## src/rtl/ks_pkg.sv

```systemverilog
// Shared types and elaboration helpers for the pipelined Kogge-Stone adder.
package ks_pkg;

    typedef struct packed {
        logic p;
        logic g;
    } pg_t;

    function automatic int clog2(input int n);
        int r;
        r = 0;
        while ((1 << r) < n) begin
            r = r + 1;
        end
        return r;
    endfunction

    // Rank 0 plus one rank per group of prefix levels (the last one is the output register).
    function automatic int ks_latency(input int width, input int lps);
        int l;
        l = clog2(width);
        return (l + lps - 1) / lps + 1;
    endfunction

endpackage

```

## src/rtl/pipelined_ks_adder_if.sv

```systemverilog
// Valid/ready operand and result stream of the pipelined adder.
interface pipelined_ks_adder_if #(
    parameter int WIDTH = 32
);
    logic             in_valid;
    logic             in_ready;
    logic [WIDTH-1:0] in_a;
    logic [WIDTH-1:0] in_b;
    logic             in_cin;
    logic             in_sub;

    logic             out_valid;
    logic             out_ready;
    logic [WIDTH-1:0] out_sum;
    logic             out_cout;
    logic             out_ovf;
    logic             out_zero;

    modport master (
        output in_valid, in_a, in_b, in_cin, in_sub, out_ready,
        input  in_ready, out_valid, out_sum, out_cout, out_ovf, out_zero
    );

    modport slave (
        input  in_valid, in_a, in_b, in_cin, in_sub, out_ready,
        output in_ready, out_valid, out_sum, out_cout, out_ovf, out_zero
    );
endinterface

```

## src/rtl/ks_prefix_level.sv

```systemverilog
// One combinational Kogge-Stone prefix level: black cells at distance DIST, pass-through below.
module ks_prefix_level
    import ks_pkg::*;
#(
    parameter int WIDTH = 32,
    parameter int DIST  = 1
) (
    input  pg_t [WIDTH-1:0] pg_i,
    output pg_t [WIDTH-1:0] pg_o
);

    for (genvar gi = 0; gi < WIDTH; gi++) begin : g_bit
        if (gi >= DIST) begin : g_cell
            assign pg_o[gi].g = pg_i[gi].g | (pg_i[gi].p & pg_i[gi-DIST].g);
            assign pg_o[gi].p = pg_i[gi].p & pg_i[gi-DIST].p;
        end else begin : g_pass
            assign pg_o[gi] = pg_i[gi];
        end
    end

endmodule

```

## src/rtl/pipelined_ks_adder.sv

```systemverilog
// Pipelined Kogge-Stone adder/subtractor with one shared advance enable across all ranks.
module pipelined_ks_adder
    import ks_pkg::*;
#(
    parameter int WIDTH            = 32,
    parameter int LEVELS_PER_STAGE = 2
) (
    input logic                 clk,
    input logic                 rst_n,
    input logic                 flush,
    pipelined_ks_adder_if.slave bus
);

    localparam int L  = clog2(WIDTH);
    localparam int NS = ks_latency(WIDTH, LEVELS_PER_STAGE) - 1;

    logic adv;

    logic [WIDTH-1:0] bp_d;
    logic             c0_d;
    pg_t  [WIDTH-1:0] pg0_d;

    pg_t  [WIDTH-1:0] st_pg_q [NS];
    pg_t  [WIDTH-1:0] st_pg_d [NS];
    logic [WIDTH-1:0] st_p_q  [NS];
    logic [NS-1:0]    st_c0_q;
    logic [NS-1:0]    st_amsb_q;
    logic [NS-1:0]    st_bmsb_q;
    logic [NS-1:0]    st_vld_q;

    pg_t  [WIDTH-1:0] fin_pg;
    logic [WIDTH-1:0] fin_g;
    logic [WIDTH-1:0] unused_fin_p;
    logic [WIDTH-1:0] sum_d;
    logic             cout_d;
    logic             ovf_d;
    logic             zero_d;

    logic             out_valid_q;
    logic [WIDTH-1:0] out_sum_q;
    logic             out_cout_q;
    logic             out_ovf_q;
    logic             out_zero_q;

    assign adv = !out_valid_q || bus.out_ready;

    // Subtraction is A + ~B + 1; the carry-in is folded into the bit-0 generate.
    always_comb begin
        bp_d = bus.in_sub ? ~bus.in_b : bus.in_b;
        c0_d = bus.in_sub | bus.in_cin;
        for (int i = 0; i < WIDTH; i++) begin
            pg0_d[i].p = bus.in_a[i] ^ bp_d[i];
            pg0_d[i].g = bus.in_a[i] & bp_d[i];
        end
        pg0_d[0].g = pg0_d[0].g | (pg0_d[0].p & c0_d);
    end

    for (genvar gi = 0; gi < L; gi++) begin : g_level
        pg_t [WIDTH-1:0] pg_in;
        pg_t [WIDTH-1:0] pg_out;

        if (gi % LEVELS_PER_STAGE == 0) begin : g_from_rank
            assign pg_in = st_pg_q[gi / LEVELS_PER_STAGE];
        end else begin : g_chain
            assign pg_in = g_level[gi-1].pg_out;
        end

        ks_prefix_level #(
            .WIDTH (WIDTH),
            .DIST  (1 << gi)
        ) u_level (
            .pg_i (pg_in),
            .pg_o (pg_out)
        );
    end

    assign st_pg_d[0] = pg0_d;
    for (genvar gi = 1; gi < NS; gi++) begin : g_rank_in
        assign st_pg_d[gi] = g_level[gi*LEVELS_PER_STAGE-1].pg_out;
    end

    always_ff @(posedge clk) begin
        if (adv) begin
            for (int s = 0; s < NS; s++) begin
                st_pg_q[s] <= st_pg_d[s];
            end
            st_p_q[0]    <= bus.in_a ^ bp_d;
            st_c0_q[0]   <= c0_d;
            st_amsb_q[0] <= bus.in_a[WIDTH-1];
            st_bmsb_q[0] <= bp_d[WIDTH-1];
            for (int s = 1; s < NS; s++) begin
                st_p_q[s]    <= st_p_q[s-1];
                st_c0_q[s]   <= st_c0_q[s-1];
                st_amsb_q[s] <= st_amsb_q[s-1];
                st_bmsb_q[s] <= st_bmsb_q[s-1];
            end
        end
    end

    // Group generates after the last level are the carries out of each bit.
    assign fin_pg = g_level[L-1].pg_out;
    for (genvar gi = 0; gi < WIDTH; gi++) begin : g_fin
        assign fin_g[gi]        = fin_pg[gi].g;
        assign unused_fin_p[gi] = fin_pg[gi].p;
    end

    always_comb begin
        sum_d  = st_p_q[NS-1] ^ {fin_g[WIDTH-2:0], st_c0_q[NS-1]};
        cout_d = fin_g[WIDTH-1];
        ovf_d  = (st_amsb_q[NS-1] == st_bmsb_q[NS-1]) && (sum_d[WIDTH-1] != st_amsb_q[NS-1]);
        zero_d = ~|sum_d;
    end

    always_ff @(posedge clk or negedge rst_n) begin
        if (!rst_n) begin
            st_vld_q    <= '0;
            out_valid_q <= 1'b0;
            out_sum_q   <= '0;
            out_cout_q  <= 1'b0;
            out_ovf_q   <= 1'b0;
            out_zero_q  <= 1'b0;
        end else if (flush) begin
            st_vld_q    <= '0;
            out_valid_q <= 1'b0;
        end else if (adv) begin
            st_vld_q[0] <= bus.in_valid;
            for (int s = 1; s < NS; s++) begin
                st_vld_q[s] <= st_vld_q[s-1];
            end
            out_valid_q <= st_vld_q[NS-1];
            out_sum_q   <= sum_d;
            out_cout_q  <= cout_d;
            out_ovf_q   <= ovf_d;
            out_zero_q  <= zero_d;
        end
    end

    // in_ready is combinational from out_ready through adv.
    assign bus.in_ready  = adv;
    assign bus.out_valid = out_valid_q;
    assign bus.out_sum   = out_sum_q;
    assign bus.out_cout  = out_cout_q;
    assign bus.out_ovf   = out_ovf_q;
    assign bus.out_zero  = out_zero_q;

endmodule

```

## src/flat_wrapper.sv

```systemverilog
// flat-port wrapper written by rule: the top's interface ports become plain ports
module pipelined_ks_adder_flat import ks_pkg::*;
#(
    parameter int WIDTH            = 32,
    parameter int LEVELS_PER_STAGE = 2
)
  (clk, rst_n, flush, bus_in_valid, bus_in_a, bus_in_b, bus_in_cin, bus_in_sub, bus_out_ready, bus_in_ready, bus_out_valid, bus_out_sum, bus_out_cout, bus_out_ovf, bus_out_zero);
  pipelined_ks_adder_if #(.WIDTH(WIDTH)) bus_i ();
  input logic clk;
  input logic rst_n;
  input logic flush;
  input wire logic [$bits(bus_i.in_valid)-1:0] bus_in_valid;
  input wire logic [$bits(bus_i.in_a)-1:0] bus_in_a;
  input wire logic [$bits(bus_i.in_b)-1:0] bus_in_b;
  input wire logic [$bits(bus_i.in_cin)-1:0] bus_in_cin;
  input wire logic [$bits(bus_i.in_sub)-1:0] bus_in_sub;
  input wire logic [$bits(bus_i.out_ready)-1:0] bus_out_ready;
  output wire logic [$bits(bus_i.in_ready)-1:0] bus_in_ready;
  output wire logic [$bits(bus_i.out_valid)-1:0] bus_out_valid;
  output wire logic [$bits(bus_i.out_sum)-1:0] bus_out_sum;
  output wire logic [$bits(bus_i.out_cout)-1:0] bus_out_cout;
  output wire logic [$bits(bus_i.out_ovf)-1:0] bus_out_ovf;
  output wire logic [$bits(bus_i.out_zero)-1:0] bus_out_zero;
  assign bus_i.in_valid = bus_in_valid;
  assign bus_i.in_a = bus_in_a;
  assign bus_i.in_b = bus_in_b;
  assign bus_i.in_cin = bus_in_cin;
  assign bus_i.in_sub = bus_in_sub;
  assign bus_i.out_ready = bus_out_ready;
  assign bus_in_ready = bus_i.in_ready;
  assign bus_out_valid = bus_i.out_valid;
  assign bus_out_sum = bus_i.out_sum;
  assign bus_out_cout = bus_i.out_cout;
  assign bus_out_ovf = bus_i.out_ovf;
  assign bus_out_zero = bus_i.out_zero;
  pipelined_ks_adder #(.WIDTH(WIDTH), .LEVELS_PER_STAGE(LEVELS_PER_STAGE)) u_core (.clk(clk), .rst_n(rst_n), .flush(flush), .bus(bus_i));
endmodule
```

## config.mk

```make
export PLATFORM = sky130hd
export DESIGN_NAME = pipelined_ks_adder_flat
export DESIGN_NICKNAME = d
export VERILOG_FILES = /design/src/rtl/ks_pkg.sv /design/src/rtl/pipelined_ks_adder_if.sv /design/src/rtl/ks_prefix_level.sv /design/src/rtl/pipelined_ks_adder.sv /design/src/flat_wrapper.sv
export SDC_FILE = /design/constraint.sdc
export NUM_CORES = 1
export LEC_CHECK = 0
export CAP_MARGIN = 20
export CORE_MARGIN = 2
export CORE_UTILIZATION = 51
export DETAILED_ROUTE_END_ITERATION = 12
export PLACE_DENSITY = 0.75
export SKIP_LAST_GASP = 1
export SYNTH_ARGS = -nofsm -noshare
export SYNTH_HDL_FRONTEND = slang
export SYNTH_SLANG_ARGS = --single-unit
```

## constraint.sdc

```tcl
create_clock -name clk -period 2.4 [get_ports clk]
set_clock_uncertainty 0.05 [all_clocks]
set_input_delay 0.48 -clock clk [delete_from_list [all_inputs] [get_ports clk]]
set_output_delay 0.48 -clock clk [all_outputs]
set_load 0.005 [all_outputs]
```

# Word level (Yosys, flattened, before mapping)
# Memory sizes are Yosys's and may differ from the RTL's.
# Cells that the tools add are included.
[op_classes] eq_ne=2 n_mux=7 n_reduce_logical=7 bitwise=442
[ops] op="$and A1 B1 Y1" count=275
[ops] op="$or A1 B1 Y1" count=131
[ops] op="$xor A32 B32 Y32" count=2
[ops] op="$mux W32" count=1
[ops] op="$not A32 Y32" count=1
[ops] op="$reduce_or A32 Y1" count=1
[ops] op="$xor A1 B1 Y1" count=32
[ops] op="$mux W3" count=2
[ops] op="$mux W1" count=4
[ops] op="$logic_not A1 Y1" count=2
[ops] op="$reduce_and A2 Y1" count=1
[ops] op="$reduce_bool A2 Y1" count=1
[ops] op="$eq A1 B1 Y1" count=1
[ops] op="$logic_and A1 B1 Y1" count=1
[ops] op="$logic_or A1 B1 Y1" count=1
[ops] op="$ne A1 B1 Y1" count=1
[ops] op="$not A1 Y1" count=1
[word_totals] ram_bits=288 output_inout_bits=37 in_bits=71 mem_count=2 elab_cells=469 reg_bits=48
[mem_list] memory="u_core.st_pg_q" words=3 word_bits=64 rd=3 rd_clocked_by_memory_dff=0 wr=3 line="pipelined_ks_adder.sv:23" source="pg_t [WIDTH-1:0] st_pg_q [NS];"
[mem_list] memory="u_core.st_p_q" words=3 word_bits=32 rd=3 rd_clocked_by_memory_dff=0 wr=3 line="pipelined_ks_adder.sv:25" source="logic [WIDTH-1:0] st_p_q [NS];"

# Depth between registers and ports, before layout
[logic_depth] depth_word=5 depth_mapped=7 depth_no_buf=5

# Cells and area by module
# From an unflattened synthesis, not the netlist that was laid out.
[unflattened] hier_cells=828 hier_area_um2=12726.0
[modules_own_cells] module="pipelined_ks_adder" seq_area_each_um2=8933.6 cells_per_inst=508 area_per_inst_um2=10435.0 n_inst=1
[modules_own_cells] module="ks_prefix_level at u_core.g_level[4].u_level" seq_area_each_um2=0.0 cells_per_inst=64 area_per_inst_um2=480.5 n_inst=1
[modules_own_cells] module="ks_prefix_level at u_core.g_level[3].u_level" seq_area_each_um2=0.0 cells_per_inst=64 area_per_inst_um2=466.7 n_inst=1
[modules_own_cells] module="ks_prefix_level at u_core.g_level[2].u_level" seq_area_each_um2=0.0 cells_per_inst=64 area_per_inst_um2=452.9 n_inst=1
[modules_own_cells] module="ks_prefix_level at u_core.g_level[1].u_level" seq_area_each_um2=0.0 cells_per_inst=64 area_per_inst_um2=446.7 n_inst=1
[modules_own_cells] module="ks_prefix_level at u_core.g_level[0].u_level" seq_area_each_um2=0.0 cells_per_inst=64 area_per_inst_um2=444.2 n_inst=1

# Worst setup path before layout
# No wires, ideal clock.
[synth_timing] path_type="input-to-reg" from="in bus_out_ready" to="reg u_core.out_zero_q (netlist: u_core.bus.out_zero)" stages=7 n_path_buf=2 arrival_ps=2648 slack_ps=-366 setup_time_ps=67 required_ps=2283 cell_sequence="nand2b_2 buf_6 and2b_1 buf_4 nand2_2 nor4_2 a32o_1"
[synth_via] elab_chain_len=2
[synth_rtl] element="start, declared" line="flat_wrapper.sv:17" source="input wire logic [$bits(bus_i.out_ready)-1:0] bus_out_ready;"
[synth_rtl] element="$logic_or A1 B1 Y1" line="pipelined_ks_adder.sv:45" source="assign adv = !out_valid_q || bus.out_ready;"
[synth_rtl] element="via bus_in_ready" line="flat_wrapper.sv:18" source="output wire logic [$bits(bus_i.in_ready)-1:0] bus_in_ready;"
[synth_rtl] element="$reduce_and A2 Y1 (no line)"
[synth_rtl] element="end signal, assigned" line="pipelined_ks_adder.sv:134" source="out_zero_q <= zero_d;"
[synth_rtl] element="end, declared" line="pipelined_ks_adder.sv:43" source="logic out_zero_q;"
# The timed path passes the listed nets, and every way through them passes these cells.
# A chain may end at the register's enable or synchronous reset.

# Final worst setup path
[layout_timing] from="in bus_out_ready" to="out bus_in_ready"
[layout_via] elab_chain_len=1
[layout_rtl] element="$logic_or A1 B1 Y1" line="pipelined_ks_adder.sv:45"
[layout_rtl] element="end, declared" line="flat_wrapper.sv:18"
# No other way between the ends.

==> metrics.md <==
| Metric | Value |
|---|---|
| Fin nets | `972` |
| Total setup buffers inserted after CTS | `0` |
| Synth top area share | `66.8%` |
| Period Utilization, post-route | `~90%` |
| Hold_buf cts | `0` |
| Fmax | `between 400 and 500 MHz` |
| FILL cells | `1566` |
| CTS tree | `done` |
| Worst-path fanout max | `3` |
| Num rows | `53` |
| Drt initial violations | `430` |
| First-pass GRT wire length | `~31000 um` |
| Primary FF master, synth | `edfxtp_1` |
| Placed Cells | `around 1100` |
| Max-cap viol count | `0` |
| Synth-to-Final Area Change | `21.6%` |
| Worst vdd ir | `0.000533 V` |
| Syn_nets | `between 800 and 900` |
| Final hold slack | `0.0107 ns` |
| Crit-path max cell delay | `0.53 ns` |
| DRT Pass-1 Iters | `5` |
| # setup viols final | `0` |
| Hold Crit Class | `primary input to asynchronous set/reset pin` |
| Final hold violation count | `0` |
| Later-pin clock latency in the skew report | `0.52 ns` |
| Critical Path, Cell by Cell | `clkdlybuf4s50_1 > nand2b_4 > clkdlybuf4s50_1` |
| DRC Markers | `0` |
| Most used cell, CP | `clkdlybuf4s50_1` |
| Post-cts resize count | `0` |
| Crit path buf inv count | `2` |
| Element type at the critical path start | `primary input` |
| Number of warning messages in the yosys log | `0` |
| CTS clock-pin slew for the worst setup and hold paths | `around 0.060 ns` |
| Critical Path AT | `1.69 ns` |
| Number of synthesized register bits | `284` |
| Area leader, netlist | `edfxtp_1` |
| PD cells | `927 nW/um^2` |
| Fraction of registers with async set/reset | `13.7%` |
| DP Area | `12500 um^2` |
| Clock Path Buffers | `3` |
| Syn_area_per_cell | `around 15 um^2` |
| Library cells used by synthesis | `34` |
| CP top delay family | `buffers and inverters` |
| Num Clock Sinks | `between 200 and 300` |
| CTS root buf | `clkbuf_16` |
| Initial core utilization | `52.2%` |
| Number of enable flip-flop cells after synthesis | `245` |
| Overflow after GRT | `0` |
| Post-Layout Cell Count | `1164` |
| Share of cells above drive strength 1 | `~6.7%` |
| Total negative slack | `0 ns` |
| Synth area leaders | `edfxtp_1 (67%), dfrtp_1 (8.9%), ha_1 (3.6%)` |
| RSZ-0062 raised after global routing | `no` |
| Fin area | `13400 um^2` |
| Vias in the first global route | `5886` |
| Initial antenna violation count | `0` |
| Slew Viols, Final | `0` |
| H-tree depth | `1` |
| Die extent in y | `151 um` |
| Vias/cell | `5.22` |
| Slew @ Worst Pin | `0.834 ns` |
| Die X | `between 150 and 200 um` |
| WP data required | `1.87 ns` |
| Crit. End Element | `primary output` |
| Total CTS buffers | `27` |
| Tot GR Track Use | `17.8%` |
| Drt total wl | `~20000 um` |
| Final min period | `around 2.2 ns` |
| Core ar. | `21100 um^2` |
| Port buffer count | `107` |
| I/O pins | `108` |
| Slowest cell on the critical path | `clkdlybuf4s50_1` |
| GPL Wtd Cong | `0.862` |
| Synthesized area | `11000 um^2` |
| Antenna violation net count after detailed routing | `0` |
| Leak | `~5.2 nW` |
| Die ar. | `22800 um^2` |
| Mapped Cells | `735` |
| Slew headroom | `44.4%` |
| Wire length per cell | `17.0 um` |
| Vias | `6080` |
| Count leader, synth | `edfxtp_1` |
| Post-synthesis sequential area ratio | `75.7%` |
| Status | `completed` |
| Antenna cells | `0` |
| Most frequent cells after synthesis | `edfxtp_1 (245), nand2_1 (97), o21ai_0 (66), a21oi_1 (62), nor2_1 (47)` |
| Setup Crit Path Kind | `primary input to primary output` |
| DP HPWL | `14600 um` |
| Pin count of the biggest net entering global routing | `69` |
-- cells in the final DEF, fill, tap and decap left out, types with 2 or more instances in the layout --
cell type and n:
and4_1 2, nand2b_1 6, xor2_1 44, nand4_1 7, mux2i_1 2, dfrtp_1 39
o21ai_0 66, a21oi_1 62, nand3_1 8, ha_1 32, a21o_1 14, xnor2_1 20
clkbuf_1 7, clkbuf_8 6, buf_2 2, o21bai_1 5, buf_12 5, clkbuf_16 28
nand2_1 97, edfxtp_1 245, nor2_1 47, clkdlybuf4s50_1 105, nor2b_1 6, clkbuf_4 3
inv_1 6, o21ai_1 2, buf_4 6, clkinv_2 3
-- metrics by stage --
| step | util [%] | power, mW | worst slack (ns) |
|---|---|---|---|
| after floorplan | - | 7.40 | 0.120 |
| after global routing | 63.4 | 12.9 | 0.153 |
| after global placement | 59.2 | 8.32 | 0.143 |
| after detailed placement | 59.2 | 8.36 | 0.0948 |
| final | 63.4 | 12.4 | 0.176 |
| after CTS | 63.4 | 12.5 | 0.149 |
-- sequential cells by signal (all words and copies together), names as in the netlist --
name                  cells
u_core.st_c0_q            3
u_core.st_bmsb_q          3
u_core.bus.out_zero       1
u_core.bus.out_sum       32
u_core.bus.out_valid      1
u_core.bus.out_cout       1
u_core.st_p_q            96
u_core.bus.out_ovf        1
u_core.st_vld_q           3
u_core.st_amsb_q          3
u_core.st_pg_q          140
-- path summary, 6_finish.rpt --
kind / from / end / slack (ns) / cells past startpoint
hold / removal: rst_n / u_core.bus.out_sum[5] / 0.01 / 1
min in group clk: u_core.st_amsb_q[0] / u_core.st_amsb_q[1] / 0.37 / 0
setup reg to reg: u_core.bus.out_valid / u_core.bus.out_zero / 0.70 / 6
setup / recovery: bus_out_ready / bus_in_ready / 0.18 / 3
max in group asynchronous: rst_n / u_core.bus.out_sum[21] / 1.76 / 1
hold reg to reg: u_core.st_amsb_q[0] / u_core.st_amsb_q[1] / 0.37 / 0
-- cell families (layout without fill, tap and decap cells) --
family	count (synthesis)	after routing	synth area share, %
and+or+nand+nor	182	182	7.11
buffers and inverters	19	173	0.841
DFF	284	284	75.7
muxes	2	2	0.182
adders and majority gates	32	32	3.64
AOI/OAI and AO/OA	152	152	7.42
xor gates and xnor gates	64	64	5.09
-- per-layer routing --
| metal | GRT usage [%] | wire length, um |
|---|---|---|
| met1 | 25.7 | 8830 |
| met5 | 0 | 0 |
| met3 | 2.71 | 1310 |
| met2 | 28.0 | 9120 |
| met4 | 5.98 | 483 |
-- power breakdown --
| part | total (mW) | switching, mW | internal, mW |
|---|---|---|---|
| Combinational | 1.46 | 0.704 | 0.759 |
| Sequential | 6.79 | 0.513 | 6.28 |
| Clock | 4.14 | 1.67 | 2.47 |
-- final cells by class --
cell class / instances / area, um^2 / share of cell area (%)
clock buffers: 44 / 832 / 6.22
flip-flops and latches: 284 / 8330 / 62.3
clock inverters: 5 / 53.8 / 0.402
inverters: 6 / 22.5 / 0.168
repair buffers: 118 / 1210 / 9.02
multi-input cells: 432 / 2590 / 19.3
well taps: 275 / 344 / 2.57
(Power assumes the default switching activity.)
==> patch 1, RTL diff (same settings) <==
Make the reset (`rst_n`) synchronous in one clocked block.
--- a/src/rtl/pipelined_ks_adder.sv
+++ b/src/rtl/pipelined_ks_adder.sv
@@ -111,7 +111,7 @@
         zero_d = ~|sum_d;
     end
 
-    always_ff @(posedge clk or negedge rst_n) begin
+    always_ff @(posedge clk) begin
         if (!rst_n) begin
             st_vld_q    <= '0;
             out_valid_q <= 1'b0;
Function: differs if rst_n is asserted again (counterexample within 4 cycles, from zero or initial values and one cycle with rst_n low); with rst_n held inactive, the same outputs for 4 cycles.
==> patch 1 against the unedited design <==
Global-route usage is 0.11 points higher; critical path depth is 1 higher; critical path type unchanged; power is 4.4% lower; area after synthesis is 0.80% higher; cell area stayed put; non-clock buffer count is 1 lower; sequential cell count stayed put; setup slack worse by 0.010 ns; wire length is 3.0% higher.
==> patch 1: results <==
[place]
place_inst = 1135
finalWeightedCongestion = 0.863
dp_hpwl_um = 14600
placed_area_um2 = 12500
dpl_worst_slack_ns = 0.120

[global_routing]
grt_max_degree = 131
grt_usage_pct = 17.9
grt_pass1_wl_um = 31100
first_global_vias = 5996
antenna_found_initial = 0

[power]
ir_drop_mv = 0.485
power.switching_mw = 2.74
p_leak_nw = 5.21

[synthesis]
netlist_top_cells_area = edfxtp_1, dfxtp_1, nand2_1
ys_seq_area_share_pct = 73.4
synth_common_cells = edfxtp_1, nand2_1, a21oi_1
synthArstFlopShare_pct = 0
syn_inst = 757
synth_cell_types = 35
synth_nets = 860

[worst_hold_path]
hp-class = flip-flop to flip-flop

[clocking]
cts-buffers-inserted = 26

[critical_path]
r2r_setup_slack_ns = 0.73
rr_worst_depth = 4
reg2reg_to = u_core.st_pg_q[0][48]
reg2reg_from = u_core.bus.out_valid
critPathMaxFanout = 2
cpPeakStageDelay_ns = 0.59

[routing]
wl_um = 20300
routed_via_density = 5.31
first_iter_violations = 553

[timing]
whs_ns = 0.367
relSlewSlack_pct = 56.6

[cells_and_area]
drive_gt1_share_pct = 6.83
fillers = 1579
final_nets = 991

[status]
outcome = finished, final reports clean
==> patch 1: how the worst max path moves through the flow <==
stage	from	depth (start not counted)	slack (ns)	endpoint
floorplan	bus_out_ready	6	0.13	u_core.bus.out_zero
global placement	bus_out_ready	4	0.11	bus_in_ready
detailed placement	bus_out_ready	4	0.12	bus_in_ready
CTS	bus_out_ready	4	0.11	bus_in_ready
global route	bus_out_ready	4	0.11	bus_in_ready
finish	bus_out_ready	4	0.17	bus_in_ready
==> patch 1: area by class of cell <==
| class | count | area, um^2 | share of cell area (%) |
|---|---|---|---|
| inverters | 7 | 33.8 | 0.253 |
| clock inverters | 16 | 146 | 1.09 |
| multi-input cells | 452 | 2840 | 21.3 |
| well taps | 275 | 344 | 2.57 |
| flip-flops and latches | 284 | 8140 | 60.8 |
| repair buffers | 117 | 1180 | 8.81 |
| clock buffers | 32 | 694 | 5.19 |
==> patch 1: routing by layer <==
layer	GRT usage [%]	wire [um]	vias up
met1	25.6	9060	2979
li1	-	-	3033
met2	28.4	9380	226
met3	2.51	1290	46
met5	0	0	-
met4	6.50	583	0
==> patch 1: critical path: cells and delay by family <==
| kind | cells | cell delay [ns] |
|---|---|---|
| buffers and inverters | 3 | 1.14 |
| and+or+nand+nor | 1 | 0.07 |
==> patch 1: cell families (layout without fill, tap and decap cells) <==
| group | Yosys count | in the layout | synth area share [%] |
|---|---|---|---|
| AO/OA/AOI/OAI | 157 | 157 | 8.83 |
| XOR/XNOR | 65 | 65 | 5.34 |
| buffers and inverters | 21 | 172 | 1.05 |
| adder cells (fa/ha/maj) | 32 | 32 | 3.61 |
| flip-flops | 284 | 284 | 73.4 |
| AND/OR/NAND/NOR | 198 | 198 | 7.82 |
==> patch 1: power groups by stage <==
stage,logic [mW],registers [mW],clock network (mW)
final,1.25,6.55,4.05
after floorplan,0.732,6.47,0
after detailed placement,1.25,6.66,0
after CTS,1.26,6.55,4.11
after global routing,1.39,6.62,4.31
after global placement,1.22,6.63,0
==> patch 2, RTL diff (same flow settings) <==
Without the edit above. `WIDTH` is set to 32 in 4 places; all go to 128.
--- a/src/rtl/pipelined_ks_adder_if.sv
+++ b/src/rtl/pipelined_ks_adder_if.sv
@@ -1,6 +1,6 @@
 // Valid/ready operand and result stream of the pipelined adder.
 interface pipelined_ks_adder_if #(
-    parameter int WIDTH = 32
+    parameter int WIDTH = 128
 );
     logic             in_valid;
     logic             in_ready;
--- a/src/rtl/ks_prefix_level.sv
+++ b/src/rtl/ks_prefix_level.sv
@@ -2,7 +2,7 @@
 module ks_prefix_level
     import ks_pkg::*;
 #(
-    parameter int WIDTH = 32,
+    parameter int WIDTH = 128,
     parameter int DIST  = 1
 ) (
     input  pg_t [WIDTH-1:0] pg_i,
--- a/src/rtl/pipelined_ks_adder.sv
+++ b/src/rtl/pipelined_ks_adder.sv
@@ -2,7 +2,7 @@
 module pipelined_ks_adder
     import ks_pkg::*;
 #(
-    parameter int WIDTH            = 32,
+    parameter int WIDTH            = 128,
     parameter int LEVELS_PER_STAGE = 2
 ) (
     input logic                 clk,
--- a/src/flat_wrapper.sv
+++ b/src/flat_wrapper.sv
@@ -1,7 +1,7 @@
 // flat-port wrapper written by rule: the top's interface ports become plain ports
 module pipelined_ks_adder_flat import ks_pkg::*;
 #(
-    parameter int WIDTH            = 32,
+    parameter int WIDTH            = 128,
     parameter int LEVELS_PER_STAGE = 2
 )
   (clk, rst_n, flush, bus_in_valid, bus_in_a, bus_in_b, bus_in_cin, bus_in_sub, bus_out_ready, bus_in_ready, bus_out_valid, bus_out_sum, bus_out_cout, bus_out_ovf, bus_out_zero);
Ports: changed (resized bus_in_a, bus_in_b and bus_out_sum); port bits go from 108 to 396. The function was not compared with the original's and may differ.
==> patch 2 against the unedited design <==
The run now ends with negative setup slack left; area after synthesis rose to 5.1 times the old value; clock power rose to 5.6 times the old value; power rose to 5.4 times the old value; cell area rose to 5.1 times the old value; first-iteration DRC count rose to 12 times the old value; utilization down 0.89 points; sequential cell count up 1188; wire length rose to 8.5 times the old value; setup slack worse by 0.19 ns; critical endpoint is now u_core.bus.out_zero; highest routed layer is now met5.
==> patch 2: results <==
[global_routing]
use_met3_pct = 8.14
use_met2_pct = 45.0
first_global_vias = 33412
grt_pass1_wl_um = 235000
grt_max_degree = 105
grt_usage_pct = 29.8
met1_usage_pct = 42.8
antenna_found_initial = 22

[synthesis]
ys_seq_area_share_pct = 77.5
synth_nets = 4138
syn_area_per_cell_um2 = 15.0
synth_edf_count = 1336
netlist_top_cells_area = edfxtp_1, dfrtp_1, nand2_1
synthArstFlopShare_pct = 9.24

[cells_and_area]
area_growth_pct = 21.4
drive_gt1_share_pct = 8.48
fillers = 7925
largest_register_ffs = 813
final_nets = 4766

[clocking]
ctsHtreeMaxLevel = 4
post_cts_resize_count = 25
post_cts_buffers = 4
insertion_delay_ns = 0.76
cts-buffers-inserted = 143

[routing]
routed-wl-met3_um = 21700
wire_per_inst_um = 28.5
highest_layer = met5
first_iter_violations = 5224
wl_met1_um = 66000
wl_um = 168000
drt_pass1_iterations = 7

[place]
dpl_worst_slack_ns = -0.244
placed_area_um2 = 63200
dp_hpwl_um = 132000
place_inst = 5639
io_buffers = 395

[critical_path]
arrival_ns = 3.03
cpPeakStageDelay_ns = 0.51
cp_top_family = simple AND/OR/NAND/NOR gates
crit_slowest_cell = xor2_1

[power]
ir_drop_mv = 0.677

[timing]
final.setup.worst_slack_ns = -0.0168
tightest_slew_ns = 0.905
setup_violations = 1

[status]
outcome = finished, violations left
violations = negative setup slack
## patch 2: cell types whose count changed in the layout (fill, tap and decap cells not counted), moves of 68 or more
| cell | unedited run | this run |
|---|---|---|
| clkbuf_16 | 28 | 149 |
| xor2_1 | 44 | 155 |
| nor2_1 | 47 | 292 |
| nand2_1 | 97 | 549 |
| a21oi_1 | 62 | 359 |
| o21ai_0 | 66 | 328 |
| a21o_1 | 14 | 82 |
| dfrtp_1 | 39 | 136 |
| edfxtp_1 | 245 | 1336 |
| clkdlybuf4s50_1 | 105 | 392 |
| buf_4 | 6 | 97 |
| ha_1 | 32 | 128 |
| xnor2_1 | 20 | 89 |
## patch 2: final cells by class
class	instances	share of cell area, %
sequential	1472	63.8
multi-input combinational	2202	18.4
timing repair buffer	527	7.88
clock buffer	183	5.68
tap	1414	2.59
clock inverter	81	1.41
inverter	29	0.198
antenna	7	0.0257
## patch 2: path summary, 6_finish.rpt
kind,startpoint,endpoint,slack [ns],cells past startpoint
setup / recovery,u_core.st_pg_q[3][58],u_core.bus.out_zero,-0.02,6
hold / removal,rst_n,u_core.bus.out_sum[83],0.17,2
setup reg to reg,u_core.st_pg_q[3][58],u_core.bus.out_zero,-0.02,6
hold reg to reg,u_core.st_p_q[1][36],u_core.st_p_q[2][36],0.35,0
max in group asynchronous,rst_n,u_core.bus.out_sum[27],1.54,3
min in group clk,bus_in_valid,u_core.st_vld_q[0],0.28,3
## patch 2: power by group
part           internal [mW]  switching, mW
logic                   3.66           4.43
registers               32.6           3.77
clock network           13.5           9.63
total                   49.7           17.8
## patch 2: cell families after synthesis
logic type	Yosys count	share of synthesized area (%)
and+or+nand+nor	968	7.08
DFF	1472	77.5
buffers and inverters	73	0.512
xor gates and xnor gates	256	4.00
AOI/OAI and AO/OA	850	8.10
adders and majority gates	128	2.85
